==> config.mk <==
export PLATFORM = sky130hd
export DESIGN_NAME = top_display
export DESIGN_NICKNAME = d
export VERILOG_FILES = /design/src/rtl/top_display.sv
export SDC_FILE = /design/constraint.sdc
export NUM_CORES = 1
export LEC_CHECK = 0
export ABC_AREA = 1
export CAP_MARGIN = 20
export CORE_UTILIZATION = 45
export DETAILED_ROUTE_END_ITERATION = 7
export MAX_ROUTING_LAYER = met4
export PLACE_DENSITY_LB_ADDON = 0.08
export SYNTH_ARGS = -nofsm -noshare
export SYNTH_HDL_FRONTEND = slang
export SYNTH_SLANG_ARGS = --single-unit
==> constraint.sdc <==
create_clock -name CLOCK_50 -period 4 [get_ports CLOCK_50]
set_clock_uncertainty 0.15 [all_clocks]
set_input_delay 0.8 -clock CLOCK_50 [delete_from_list [all_inputs] [get_ports CLOCK_50]]
set_output_delay 0.8 -clock CLOCK_50 [all_outputs]
set_load 0.01 [all_outputs]
==> src/rtl/top_display.sv <==
// Hex digit display: a 4-bit value driven by three debounced pushbuttons.
// KEY1 loads the value from the switches, KEY2 increments it and KEY3 decrements it.
module top_display #(
  parameter int DEBOUNCE_CYCLES = 500000
) (
  input  logic       CLOCK_50,
  input  logic [3:0] KEY,
  input  logic [9:0] SW,
  output logic [6:0] HEX0,
  output logic [9:0] LEDR
);

  localparam int CW = 20;
  localparam logic [CW-1:0] LAST = CW'(DEBOUNCE_CYCLES - 1);

  typedef enum logic [1:0] {
    ST_FLUSH0,
    ST_FLUSH1,
    ST_ALIGN,
    ST_RUN
  } state_t;

  logic       clk;
  logic       rst_n;
  logic       unused_sw;

  state_t     state_reg, state_next;
  logic       align;
  logic       run;

  logic [3:1] key_s1_reg, key_s2_reg;
  logic [9:0] sw_s1_reg, sw_s2_reg;
  logic [3:1] press;

  logic [3:0] value_reg, value_next;
  logic       ovf_reg, ovf_next;
  logic [6:0] seg;
  logic [6:0] hex_reg, hex_next;
  logic [9:0] ledr_reg, ledr_next;

  assign clk       = CLOCK_50;
  assign rst_n     = KEY[0];
  assign unused_sw = ^SW[8:4];

  always_ff @(posedge clk or negedge rst_n) begin
    if (!rst_n) begin
      key_s1_reg <= '1;
      key_s2_reg <= '1;
      sw_s1_reg  <= '0;
      sw_s2_reg  <= '0;
    end else begin
      key_s1_reg <= KEY[3:1];
      key_s2_reg <= key_s1_reg;
      sw_s1_reg  <= SW;
      sw_s2_reg  <= sw_s1_reg;
    end
  end

  // After reset the synchronizers still hold their reset values for two
  // cycles; the accepted levels are then aligned to the real key state
  // without a pulse, so a key held through reset never counts as a press.
  always_ff @(posedge clk or negedge rst_n) begin
    if (!rst_n) state_reg <= ST_FLUSH0;
    else        state_reg <= state_next;
  end

  always_comb begin
    state_next = state_reg;
    align      = 1'b0;
    run        = 1'b0;
    case (state_reg)
      ST_FLUSH0: state_next = ST_FLUSH1;
      ST_FLUSH1: state_next = ST_ALIGN;
      ST_ALIGN: begin
        align      = 1'b1;
        state_next = ST_RUN;
      end
      ST_RUN:    run = 1'b1;
      default:   state_next = ST_FLUSH0;
    endcase
  end

  genvar gi;
  generate
    for (gi = 1; gi <= 3; gi++) begin : g_key
      logic [CW-1:0] cnt_reg;
      logic          accepted_reg;
      logic          pulse_reg;

      // Any cycle where the synchronized level matches the accepted level
      // restarts the count, so only an unbroken run of differences is taken.
      always_ff @(posedge clk or negedge rst_n) begin
        if (!rst_n) begin
          cnt_reg      <= '0;
          accepted_reg <= 1'b1;
          pulse_reg    <= 1'b0;
        end else begin
          pulse_reg <= 1'b0;
          if (align) begin
            accepted_reg <= key_s2_reg[gi];
            cnt_reg      <= '0;
          end else if (run) begin
            if (key_s2_reg[gi] == accepted_reg) begin
              cnt_reg <= '0;
            end else if (cnt_reg == LAST) begin
              cnt_reg      <= '0;
              accepted_reg <= key_s2_reg[gi];
              pulse_reg    <= ~key_s2_reg[gi];
            end else begin
              cnt_reg <= cnt_reg + 1'b1;
            end
          end
        end
      end

      assign press[gi] = pulse_reg;
    end
  endgenerate

  always_comb begin
    value_next = value_reg;
    ovf_next   = ovf_reg;
    if (press[1]) begin
      value_next = sw_s2_reg[3:0];
      ovf_next   = 1'b0;
    end else if (press[2]) begin
      value_next = value_reg + 4'd1;
      if (value_reg == 4'hF) ovf_next = 1'b1;
    end else if (press[3]) begin
      value_next = value_reg - 4'd1;
      if (value_reg == 4'h0) ovf_next = 1'b1;
    end
  end

  always_ff @(posedge clk or negedge rst_n) begin
    if (!rst_n) begin
      value_reg <= '0;
      ovf_reg   <= 1'b0;
    end else begin
      value_reg <= value_next;
      ovf_reg   <= ovf_next;
    end
  end

  // Segment patterns are active-low, bit 6 = g down to bit 0 = a.
  always_comb begin
    seg = 7'h7F;
    case (value_reg)
      4'h0: seg = 7'h40;
      4'h1: seg = 7'h79;
      4'h2: seg = 7'h24;
      4'h3: seg = 7'h30;
      4'h4: seg = 7'h19;
      4'h5: seg = 7'h12;
      4'h6: seg = 7'h02;
      4'h7: seg = 7'h78;
      4'h8: seg = 7'h00;
      4'h9: seg = 7'h10;
      4'hA: seg = 7'h08;
      4'hB: seg = 7'h03;
      4'hC: seg = 7'h46;
      4'hD: seg = 7'h21;
      4'hE: seg = 7'h06;
      4'hF: seg = 7'h0E;
      default: seg = 7'h7F;
    endcase
  end

  always_comb begin
    hex_next  = sw_s2_reg[9] ? 7'h7F : seg;
    ledr_next = {sw_s2_reg[9], ovf_reg, 4'b0000, value_reg};
  end

  always_ff @(posedge clk or negedge rst_n) begin
    if (!rst_n) begin
      hex_reg  <= 7'h40;
      ledr_reg <= '0;
    end else begin
      hex_reg  <= hex_next;
      ledr_reg <= ledr_next;
    end
  end

  assign HEX0 = hex_reg;
  assign LEDR = ledr_reg;

endmodule

==> out/metrics.cfg <==
[outcome]
outcome = finished, final reports clean

[yosys]
ys_seq_elements = 102
synth_top_cell_by_area = dfrtp_1
ys_seq_area_share_pct = 45.06
synthArstFlopShare_pct = 100.0
synthFlopType = dfrtp_1
synth_area_leaders = dfrtp_1 40%, nand2_1 13%, nor2_1 7.1%
netlist.area_leader.share_pct = 40.45
synth.distinct_cells = 41
synth_warnings = 0
yosys-top-cells-count = 195 x nand2_1, 107 x nor2_1, 92 x dfrtp_1
synth_edf_count = 0
yosysMostFrequentCell = nand2_1
syn_inst = 731
synth_area_per_cell_um2 = 7.786
netlist_area_um2 = 5692

[worst_setup_path]
arrival_ns = 2.75
critPathKind = flip-flop to flip-flop
r2r_slack_ns = 1.38
crit_required_ns = 4.13
path_delay_family = buffers and inverters
cp_cell_sequence = inv_1, ha_1, nor2_4, inv_2, buf_4, a21oi_1, or2_2, nor2_1
critPathBufInv = 3
slowest_delay_ns = 0.49
worst-path-max-fanout = 34
end_kind = flip-flop
slowest_stage = inv_2
start_kind = flip-flop

[clocking]
insertion_delay_ns = 0.35
clockBufferDepth = 2
tritoncts = built
post_cts_buffers = 0
numCtsBuffers = 9
htree_levels = 3
holdBufCountCts = 0
clock-sinks = 102
cts-root-buf = clkbuf_16
cts_resized = 0
clk_pin_slew_ns = 0.07

[job]
max-cap-violations = 0

[floorplanning]
rows = 40
core_um2 = 12160
die_w_um = 114.5
io_pins = 32
dieHeight_um = 114.5
die-area_um2 = 13100
start_util_pct = 46.80

[grt]
grt_pass1_wl_um = 20190
grt_max_degree = 63
antenna_found_initial = 0
grt_pass1_vias = 4446
grt.total_usage_pct = 20.11
gr-total-overflow = 0

[placement]
dp_hpwl_um = 8289
placed_cell_area_um2 = 6027
io_buffers = 22
gp_congestion = 0.8609

[route]
totalWireLength_um = 11430
route.vias.total = 4569
met2WireLength_um = 5528
drc_errors = 0
ant_nets = 0
top_layer_used = met4
drtPass1Iterations = 5
wl_met3_um = 399
first_iter_violations = 274
met1_length_um = 5388
viasPerCell = 4.939
avgRoutedWirePerCell_um = 12.36

[power]
p_seq_share_pct = 50.8
powerDensity_nw_per_um2 = 341.8
clkPwrFrac_pct = 42.9
power.switching_uw = 543.1
leakage_nw = 2.846
p_sw_share_pct = 25.06
intPower_mw = 1.624
vdd_ir_drop_max_mv = 0.2236
power_frac_comb_pct = 6.3

[timing]
worst_pin_slew_ns = 0.7939
max_slew_margin_pct = 47.08
period_share_pct = 65.53
hold_viol = 0
final_max_slew_viol_count = 0
max_freq_mhz = 381.5
setup_viol = 0
period_minus_slack_ns = 2.621
rsz0062_at_grt = no
tns_ns = 0

[layout]
final_layout_size_suffix_gt1_share_pct = 8.719
antenna_cells = 0
largest_reg_flops = 60
stdcell_area_um2 = 6341
finish.net_count = 783
area_delta_synth_final_pct = 11.41

[min_path]
hp-class = flip-flop to flip-flop

[cell type report]
class | instances | area (um2)
tap | 168 | 210.2
sequential | 102 | 2565
inverter | 82 | 310.3
timing repair buffer | 26 | 247.7
clock buffer | 9 | 225.2
multi-input combinational | 531 | 2694
fill | 1173 | 5821
clock inverter | 7 | 88.84
[final timing paths]
check / to / startpoint / cells past startpoint
max: g_key[1].cnt_reg[2] / state_reg[0] / 8
min: sw_s2_reg[2] / sw_s1_reg[2] / 0
max reg2reg: g_key[1].cnt_reg[2] / state_reg[0] / 8
min reg2reg: sw_s2_reg[2] / sw_s1_reg[2] / 0
max in group asynchronous: key_s2_reg[2] / KEY[0] / 2
min in group asynchronous: g_key[3].cnt_reg[12] / KEY[0] / 1
[cells by family after synthesis]
| family | count (synthesis) | share of synthesized area (%) |
|---|---|---|
| other | 1 | 0.06589 |
| AND/OR/NAND/NOR | 409 | 31.68 |
| XOR/XNOR | 30 | 4.616 |
| buffers and inverters | 101 | 7.804 |
| AO/OA/AOI/OAI | 72 | 7.122 |
| adder cells (fa/ha/maj) | 16 | 3.649 |
| flip-flops | 102 | 45.06 |
[worst register-to-register path, cell delays in order (launching register included)]
cell	delay (ns)
dfrtp_1	0.42
inv_1	0.07
ha_1	0.41
nor2_4	0.18
inv_2	0.50
buf_4	0.35
a21oi_1	0.09
or2_2	0.27
nor2_1	0.11
[stage by stage]
stage | setup WS, ns | util (%) | cells | hold slack (ns) | power (mW)
5_1_grt | 1.107 | 52.14 | 925 | 0.2069 | 2.267
6_report | 1.379 | 52.14 | 925 | 0.2015 | 2.167
3_3_place_gp | 1.423 | 49.56 | 909 | 0.1827 | 1.253
2_1_floorplan | 2.279 | - | 734 | 0.1812 | 1.201
4_1_cts | 1.321 | 52.14 | 925 | 0.2048 | 2.205
3_5_place_dp | 1.354 | 49.56 | 909 | 0.1873 | 1.258
[routing by layer]
layer	vias up	global-route usage, %
met1	2123	24.97
met5	-	-
met4	0	5.887
li1	2352	-
met2	85	33.05
met3	9	4.341
[cell usage in the layout, fill, tap and decap left out, drive strengths merged, types with 2 or more instances in the layout]
master / count
clkdlybuf4s50: 21
conb: 4
o211ai: 3
nand4: 16
o21ai: 28
nand3: 52
nand2: 202
o22ai: 2
xor2: 22
o221ai: 2
and3: 2
inv: 86
a21oi: 27
nor3: 6
dfstp: 10
clkbuf: 9
o21bai: 4
or2: 2
dfrtp: 92
ha: 15
buf: 5
a31oi: 3
xnor2: 8
nand3b: 3
nor2: 125
[power groups by stage]
stage	Sequential [mW]	Clock, mW	Combinational (mW)
after floorplan	1.11	0	0.0864
after global placement	1.12	0	0.135
after detailed placement	1.12	0	0.139
after CTS	1.10	0.966	0.140
after global routing	1.10	1.01	0.156
final	1.10	0.931	0.136
No activity file was read; power rests on OpenSTA's default activity.
